`src/rtl/clock_alarm_core.sv`:
```
// rtl/clock_alarm_core.sv - BCD time-of-day and alarm core with ring and hourly chime
module clock_alarm_core #(
    parameter int SYNC_STAGES  = 2,
    parameter int RING_SECONDS = 60
) (
    input  logic       clk,
    input  logic       rst_n,
    input  logic       tick_1hz,
    input  logic       inc_min_t,
    input  logic       inc_hour_t,
    input  logic       inc_min_a,
    input  logic       inc_hour_a,
    input  logic       alarm_en,
    input  logic       ring_stop,
    output logic [7:0] t_hour,
    output logic [7:0] t_min,
    output logic [7:0] t_sec,
    output logic [7:0] a_hour,
    output logic [7:0] a_min,
    output logic       ring,
    output logic       chime
);

    localparam logic [0:0] ST_IDLE = 1'b0;
    localparam logic [0:0] ST_RING = 1'b1;
    localparam logic [7:0] RING_LAST = 8'(RING_SECONDS - 1);

    logic [3:0]             raw;
    logic [SYNC_STAGES-1:0] sync_q [4];
    logic [3:0]             sync_last;
    logic [3:0]             prev_q;
    logic [SYNC_STAGES:0]   prime_q;
    logic [3:0]             stb;

    logic       sec_wrap;
    logic       min_carry;
    logic       min_step;
    logic       hour_step;
    logic [7:0] sec_nx;
    logic [7:0] min_nx;
    logic [7:0] hour_nx;
    logic       match;

    logic [0:0] state_q;
    logic [7:0] cnt_q;

    function automatic logic [7:0] bcd_inc(input logic [7:0] v, input logic [7:0] top);
        if (v == top)
            return 8'h00;
        else if (v[3:0] == 4'd9)
            return {v[7:4] + 4'd1, 4'd0};
        else
            return {v[7:4], v[3:0] + 4'd1};
    endfunction

    assign raw = {inc_hour_a, inc_min_a, inc_hour_t, inc_min_t};

    // prime_q keeps the edge detector quiet until prev_q holds a real post-reset sample,
    // so an input already high at reset release is not taken as a rising edge.
    always_ff @(posedge clk or negedge rst_n) begin
        if (!rst_n) begin
            for (int i = 0; i < 4; i++) sync_q[i] <= '0;
            prev_q  <= '0;
            prime_q <= '0;
        end else begin
            for (int i = 0; i < 4; i++) begin
                sync_q[i] <= {sync_q[i][SYNC_STAGES-2:0], raw[i]};
                prev_q[i] <= sync_q[i][SYNC_STAGES-1];
            end
            prime_q <= {prime_q[SYNC_STAGES-1:0], 1'b1};
        end
    end

    always_comb begin
        sync_last = '0;
        for (int i = 0; i < 4; i++) sync_last[i] = sync_q[i][SYNC_STAGES-1];
    end

    assign stb = sync_last & ~prev_q & {4{prime_q[SYNC_STAGES]}};

    // A manual strobe and a tick carry into the same field merge into a single +1.
    assign sec_wrap  = tick_1hz && (t_sec == 8'h59);
    assign min_carry = sec_wrap && (t_min == 8'h59);
    assign min_step  = sec_wrap || stb[0];
    assign hour_step = min_carry || stb[1];
    assign sec_nx    = tick_1hz  ? bcd_inc(t_sec,  8'h59) : t_sec;
    assign min_nx    = min_step  ? bcd_inc(t_min,  8'h59) : t_min;
    assign hour_nx   = hour_step ? bcd_inc(t_hour, 8'h23) : t_hour;
    assign match     = tick_1hz && alarm_en && (sec_nx == 8'h00) &&
                       (min_nx == a_min) && (hour_nx == a_hour);

    always_ff @(posedge clk or negedge rst_n) begin
        if (!rst_n) begin
            t_hour <= 8'h00;
            t_min  <= 8'h00;
            t_sec  <= 8'h00;
            a_hour <= 8'h00;
            a_min  <= 8'h00;
            chime  <= 1'b0;
        end else begin
            t_sec  <= sec_nx;
            t_min  <= min_nx;
            t_hour <= hour_nx;
            if (stb[2]) a_min  <= bcd_inc(a_min,  8'h59);
            if (stb[3]) a_hour <= bcd_inc(a_hour, 8'h23);
            if (tick_1hz) chime <= min_carry;
        end
    end

    always_ff @(posedge clk or negedge rst_n) begin
        if (!rst_n) begin
            state_q <= ST_IDLE;
            cnt_q   <= 8'd0;
        end else begin
            case (state_q)
                ST_IDLE: begin
                    if (match) begin
                        state_q <= ST_RING;
                        cnt_q   <= 8'd0;
                    end
                end
                default: begin
                    if (ring_stop || !alarm_en) begin
                        state_q <= ST_IDLE;
                    end else if (tick_1hz) begin
                        if (cnt_q == RING_LAST)
                            state_q <= ST_IDLE;
                        else
                            cnt_q <= cnt_q + 8'd1;
                    end
                end
            endcase
        end
    end

    assign ring = (state_q == ST_RING);

endmodule

```
`config.mk`:
```
export PLATFORM = sky130hd
export DESIGN_NAME = clock_alarm_core
export DESIGN_NICKNAME = d
export VERILOG_FILES = /design/src/rtl/clock_alarm_core.sv
export SDC_FILE = /design/constraint.sdc
export NUM_CORES = 1
export LEC_CHECK = 0
export CAP_MARGIN = 20
export CORE_MARGIN = 8
export CORE_UTILIZATION = 45
export DETAILED_ROUTE_END_ITERATION = 7
export MAX_ROUTING_LAYER = met4
export PLACE_DENSITY = 0.69
export SYNTH_ARGS = -nofsm -noshare
export SYNTH_HDL_FRONTEND = slang
export SYNTH_SLANG_ARGS = --single-unit
```
`constraint.sdc`:
```
create_clock -name clk -period 8.2 [get_ports clk]
set_clock_uncertainty 0.05 [all_clocks]
set_input_delay 2.05 -clock clk [delete_from_list [all_inputs] [get_ports clk]]
set_output_delay 2.05 -clock clk [all_outputs]
set_load 0.02 [all_outputs]
```
# Word level (Yosys, flattened, before mapping)
# Index checks and enable logic that the tools add are counted.
# classes
bitwise	3
n_eq_ne	16
mux	23
reduce_logical	17
n_addsub	11
# op_table
op	n
$mux W8	18
$add A4 B1 Y4 const B	10
$eq A8 B6 Y1 const B	3
$eq A8 B7 Y1 const B	3
$eq A4 B4 Y1 const B	5
$eq A8 B8 Y1	2
$add A8 B1 Y8 const B	1
$and A4 B4 Y4	2
$logic_not A8 Y1	1
$logic_and A1 B1 Y1	6
$ne A2 B2 Y1 const B	3
$reduce_bool A2 Y1	3
$mux W1	5
$not A4 Y4	1
$reduce_and A2 Y1	2
$reduce_and A4 Y1	1
$logic_or A1 B1 Y1	3
$logic_not A1 Y1	1
# word_totals
regBits	65
elab_cells	86
inputBits	9

# Logic depth before layout (Yosys ltp)
# depth
word_depth	10
depth_mapped	12
mapped_depth_nobuf	10

# Least setup slack after synthesis
# OpenSTA, ideal clock, no wires.
# synth_path
path_kind	input to register
startpoint	in tick_1hz
endpoint	reg cnt_q[1]
arrival_time_ps	4018
stages	8
n_path_buf	0
path_slack_ps	3995
cell_sequence	nand4b_4 > o21ai_0 > nand2_1 > o31ai_1 > xnor2_1 > or4b_4 > nor3_4 > o22ai_1
# synth_via
elab_chain_cells	8
word_cells_on_any_way	17
cone_classes	eq/ne (3); mux (3); reduce/logical (11)
# synth_lines
element	line	text
start, declared	8	input logic tick_1hz,
$logic_and A1 B1 Y1	82	assign sec_wrap = tick_1hz && (t_sec == 8'h59);
$logic_or A1 B1 Y1	84	assign min_step = sec_wrap || stb[0];
$mux W8	87	assign min_nx = min_step ? bcd_inc(t_min, 8'h59) : t_min;
via min_nx[5]	40	logic [7:0] min_nx;
$eq A8 B8 Y1	90	(min_nx == a_min) && (hour_nx == a_hour);
$logic_and A1 B1 Y1	89	assign match = tick_1hz && alarm_en && (sec_nx == 8'h00) &&
$logic_and A1 B1 Y1	90	
$reduce_bool A2 Y1 (no line)	--	
$reduce_and A4 Y1 (no line)	--	
end signal, assigned	129	cnt_q <= cnt_q + 8'd1;
end, declared	45	logic [7:0] cnt_q;
# The timed path passes the listed nets, and every way through them passes these cells.
# A chain may end at the register's enable or synchronous reset.

# Worst setup path after layout
# layout_path
startpoint	in tick_1hz
endpoint	reg cnt_q[1]
# layout_via
elab_chain_cells	8
word_cells_on_any_way	17
cone_classes	eq/ne (3); mux (3); reduce/logical (11)
# layout_lines
element	line
$logic_and A1 B1 Y1	82
$logic_or A1 B1 Y1 or $logic_and A1 B1 Y1 (tied branches)	84, 83
$mux W8 or $logic_or A1 B1 Y1 (tied branches)	87, 85
$eq A8 B8 Y1 or $mux W8 (tied branches)	90, 88
$logic_and A1 B1 Y1 or $eq A8 B8 Y1 (tied branches)	89, 90
$logic_and A1 B1 Y1	90
$reduce_bool A2 Y1 (no line)	--
$reduce_and A4 Y1 (no line) *	--
# Mark *: on every way between the ends. The rest lies on a longest branch, timed or not.

==> results.rst <==
.. list-table::
   :header-rows: 1

   * - Metric
     - Value
   * - CP Data Required Time
     - 8.35 ns
   * - Number of antenna-violating nets in the routed design
     - 0
   * - Detailed router's first-iteration violation count
     - 244
   * - Total of max-cap violations
     - 0
   * - Number of levels in the clock H-tree
     - 3
   * - Wire length of the first global-routing pass
     - 15900 µm
   * - Leading cell types by count after synthesis
     - sky130_fd_sc_hd__dfrtp_1, sky130_fd_sc_hd__nand2_1, sky130_fd_sc_hd__o21ai_0, sky130_fd_sc_hd__inv_1, sky130_fd_sc_hd__ha_1
   * - Filler cells
     - 783
   * - Share of synthesized area occupied by flip-flops and latches
     - 42.1%
   * - Sum of routed wire length over all layers
     - 9320 µm
   * - Worst-margin pin slew
     - 0.831 ns
   * - Post-synthesis cell type with the largest combined area
     - sky130_fd_sc_hd__dfrtp_1
   * - Via count
     - 3297
   * - Delay of the slowest cell on the worst path
     - 0.77 ns
   * - Worst hold path depth
     - 0
   * - GR Overflow Total
     - 0
   * - Area fraction of the dominant cell type after synthesis
     - 42.1%
   * - Number of hold buffers added after cts
     - 0
   * - Number of buffer cells added on primary ports
     - 50
   * - Worst max-slew margin expressed relative to the limit
     - 44.6%
   * - Insertion delay to the later sink of the worst-skew pair
     - 0.34 ns
   * - Setup TNS Final
     - 0 ns
   * - Total track usage
     - 17.3%
   * - Worst path cell trace
     - clkdlybuf4s50_1 > and4b_1 > a41oi_2 > a311oi_1 > o2111ai_1 > or4b_4 > nor3_4 > o22ai_1
   * - Buffers inserted during post-CTS setup optimization
     - 0
   * - Crit. End Element
     - flop
   * - Hold WS
     - 0.299 ns
   * - Vias per cell
     - 5.80
   * - Root buffer cell
     - sky130_fd_sc_hd__clkbuf_8
   * - Async SR Flop Fraction
     - 100%
   * - Count of flip-flops with a built-in enable after synthesis
     - 0
   * - Number of primary I/O pins
     - 51
   * - Type of the worst setup path
     - in -> reg
   * - CTS clock-pin slew for the worst setup and hold paths
     - 0.07 ns
   * - Final hold viol count
     - 0
   * - Depth of the most critical reg-to-reg path
     - 9
   * - Count of unique library cells instantiated by Yosys
     - 63
   * - Post-synthesis instance area
     - 3860 µm²
   * - Critical path buffers and inverters
     - 1
   * - Power per cell area
     - 279 nW/µm²
   * - Number of global-route vias before repair
     - 3265
   * - Synthesis warning total
     - 0
   * - Resized cells post-CTS
     - 0
   * - Power consumption
     - 1.29 mW
   * - Die span in x
     - 109 µm
   * - Leakage dissipation
     - 2.00 nW
   * - Initial core utilization
     - 45.4%
   * - Synthesis-to-finish area growth
     - 19.3%
   * - Run status
     - complete, no violations
   * - Peak supply drop
     - 0.000127 V
   * - Maximum achievable frequency
     - 0.196 GHz
   * - Standard cell core area
     - 8510 µm²
   * - Mean area per synthesized cell
     - 9.47 µm²
   * - Overall die area
     - 11800 µm²
   * - Instance count on the critical path
     - 8
   * - Final setup violation count
     - 0
   * - DRC Markers
     - 0
   * - Vertical extent of the die
     - 109 µm
   * - Initial DRT Pass Iterations
     - 4
   * - Antenna diode instance count
     - 0
   * - Crit path max-delay family
     - simple AND/OR/NAND/NOR gates
   * - RSZ-0062 raised after global routing
     - no
   * - Final critical path time including I/O delays and setup
     - 5.09 ns
   * - Largest net degree at the start of global routing
     - 66
   * - Total area of multi-input combinational cells
     - 2080 µm²
   * - Flip-flop and latch count after synthesis
     - 65
   * - Initial antenna violation count
     - 0
   * - Cell types with the largest area share after synthesis
     - sky130_fd_sc_hd__dfrtp_1, sky130_fd_sc_hd__ha_1, sky130_fd_sc_hd__o21ai_0
   * - Routed wirelength normalized by instance count
     - 16.4 µm
   * - Number of buffers created by CTS
     - 9
   * - CTS tree
     - done
   * - Placer Congestion
     - 0.841
   * - Fraction of layout instances using a drive strength above 1
     - 8.91%
   * - Final period utilization
     - 62.1%
   * - Most numerous cell in the Yosys netlist
     - sky130_fd_sc_hd__dfrtp_1
   * - Hold Crit Class
     - reg -> reg
   * - Number of standard cells after synthesis
     - 408
   * - Predominant post-synthesis flop cell
     - sky130_fd_sc_hd__dfrtp_1
   * - HPWL reported at the end of detailed placement
     - 6890 µm
   * - Final Max Tran Viols
     - 0
   * - Number of placement rows
     - 34
   * - Number of clock sinks
     - 65
   * - Worst path slowest cell
     - sky130_fd_sc_hd__clkdlybuf4s50_1
   * - NumNets Final
     - 485
   * - Critical path fanouts, max
     - 18
   * - Post-Synthesis Net Count
     - 438
   * - Maximum root-to-sink buffer count
     - 2
   * - Sequential cell area
     - 1630 µm²
   * - Internal reg-to-reg setup slack
     - 4.80 ns
   * - Startpoint class of the critical path
     - input pin
   * - Data arrival, critical path
     - 5.24 ns
## stage by stage
stage / cells / utilization [%] / area (µm²) / setup slack, ns
3_3_place_gp: 552 / 52.1 / 4430 / 2.85
5_1_grt: 568 / 54.2 / 4610 / 2.91
6_report: 568 / 54.2 / 4610 / 3.11
3_5_place_dp: 552 / 52.1 / 4430 / 2.75
2_1_floorplan: 408 / - / 3860 / 3.99
4_1_cts: 568 / 54.2 / 4610 / 3.13
## final cells by class
cell class | count | share of cell area [%]
sequential | 65 | 35.3
clock inverter | 5 | 0.651
clock buffer | 11 | 3.28
multi-input combinational | 305 | 45.1
tap | 108 | 2.93
inverter | 23 | 1.87
timing repair buffer | 51 | 10.9
## layer usage
layer  up-vias  GRT usage, %  wire length [µm]
met5         -             -                 0
met4         0          6.94               108
met3         8          2.78               479
met2        84          26.9              4450
met1      1605          21.9              4270
li1       1600             -                 -
## sequential cells by signal (all words and copies together) (netlist names)
| signal | cells |
|---|---|
| chime | 1 |
| t_min | 8 |
| cnt_q | 8 |
| prime_q | 3 |
| a_hour | 8 |
| ring | 1 |
| prev_q | 4 |
| sync_last | 4 |
| t_hour | 8 |
| sync_q | 4 |
| a_min | 8 |
| t_sec | 8 |
## worst paths after layout
kind / start / endpoint
setup / recovery: tick_1hz / cnt_q[1]
hold / removal: sync_q[6] / sync_last[0]
setup reg to reg: t_sec[4] / cnt_q[1]
hold reg to reg: sync_q[6] / sync_last[0]
max in group asynchronous: rst_n / sync_last[1]
min in group asynchronous: rst_n / t_hour[2]
## cell families after synthesis
group	share of synthesized area (%)
AO/OA/AOI/OAI	19.7
XOR/XNOR	3.17
adder cells (fa/ha/maj)	6.80
buffers and inverters	4.11
flip-flops	42.1
multiplexers	0.583
other	0.0970
AND/OR/NAND/NOR	23.5
## placed cells by master, fill, tap and decap left out, types with 11 or more instances in the layout
master / count
sky130_fd_sc_hd__dfrtp_1: 65
sky130_fd_sc_hd__clkdlybuf4s50_1: 49
sky130_fd_sc_hd__nand2_1: 41
sky130_fd_sc_hd__o21ai_0: 36
sky130_fd_sc_hd__inv_1: 23
sky130_fd_sc_hd__ha_1: 21
sky130_fd_sc_hd__nand3_1: 20
sky130_fd_sc_hd__nor3_1: 17
sky130_fd_sc_hd__nor2_1: 15
sky130_fd_sc_hd__a21oi_1: 12
sky130_fd_sc_hd__clkbuf_8: 11
## power by group
group | internal [mW] | switching (mW) | total [mW]
clock network | 0.125 | 0.126 | 0.250
registers | 0.381 | 0.127 | 0.509
logic | 0.247 | 0.283 | 0.529
total | 0.753 | 0.536 | 1.29
(Power assumes the default switching activity.)
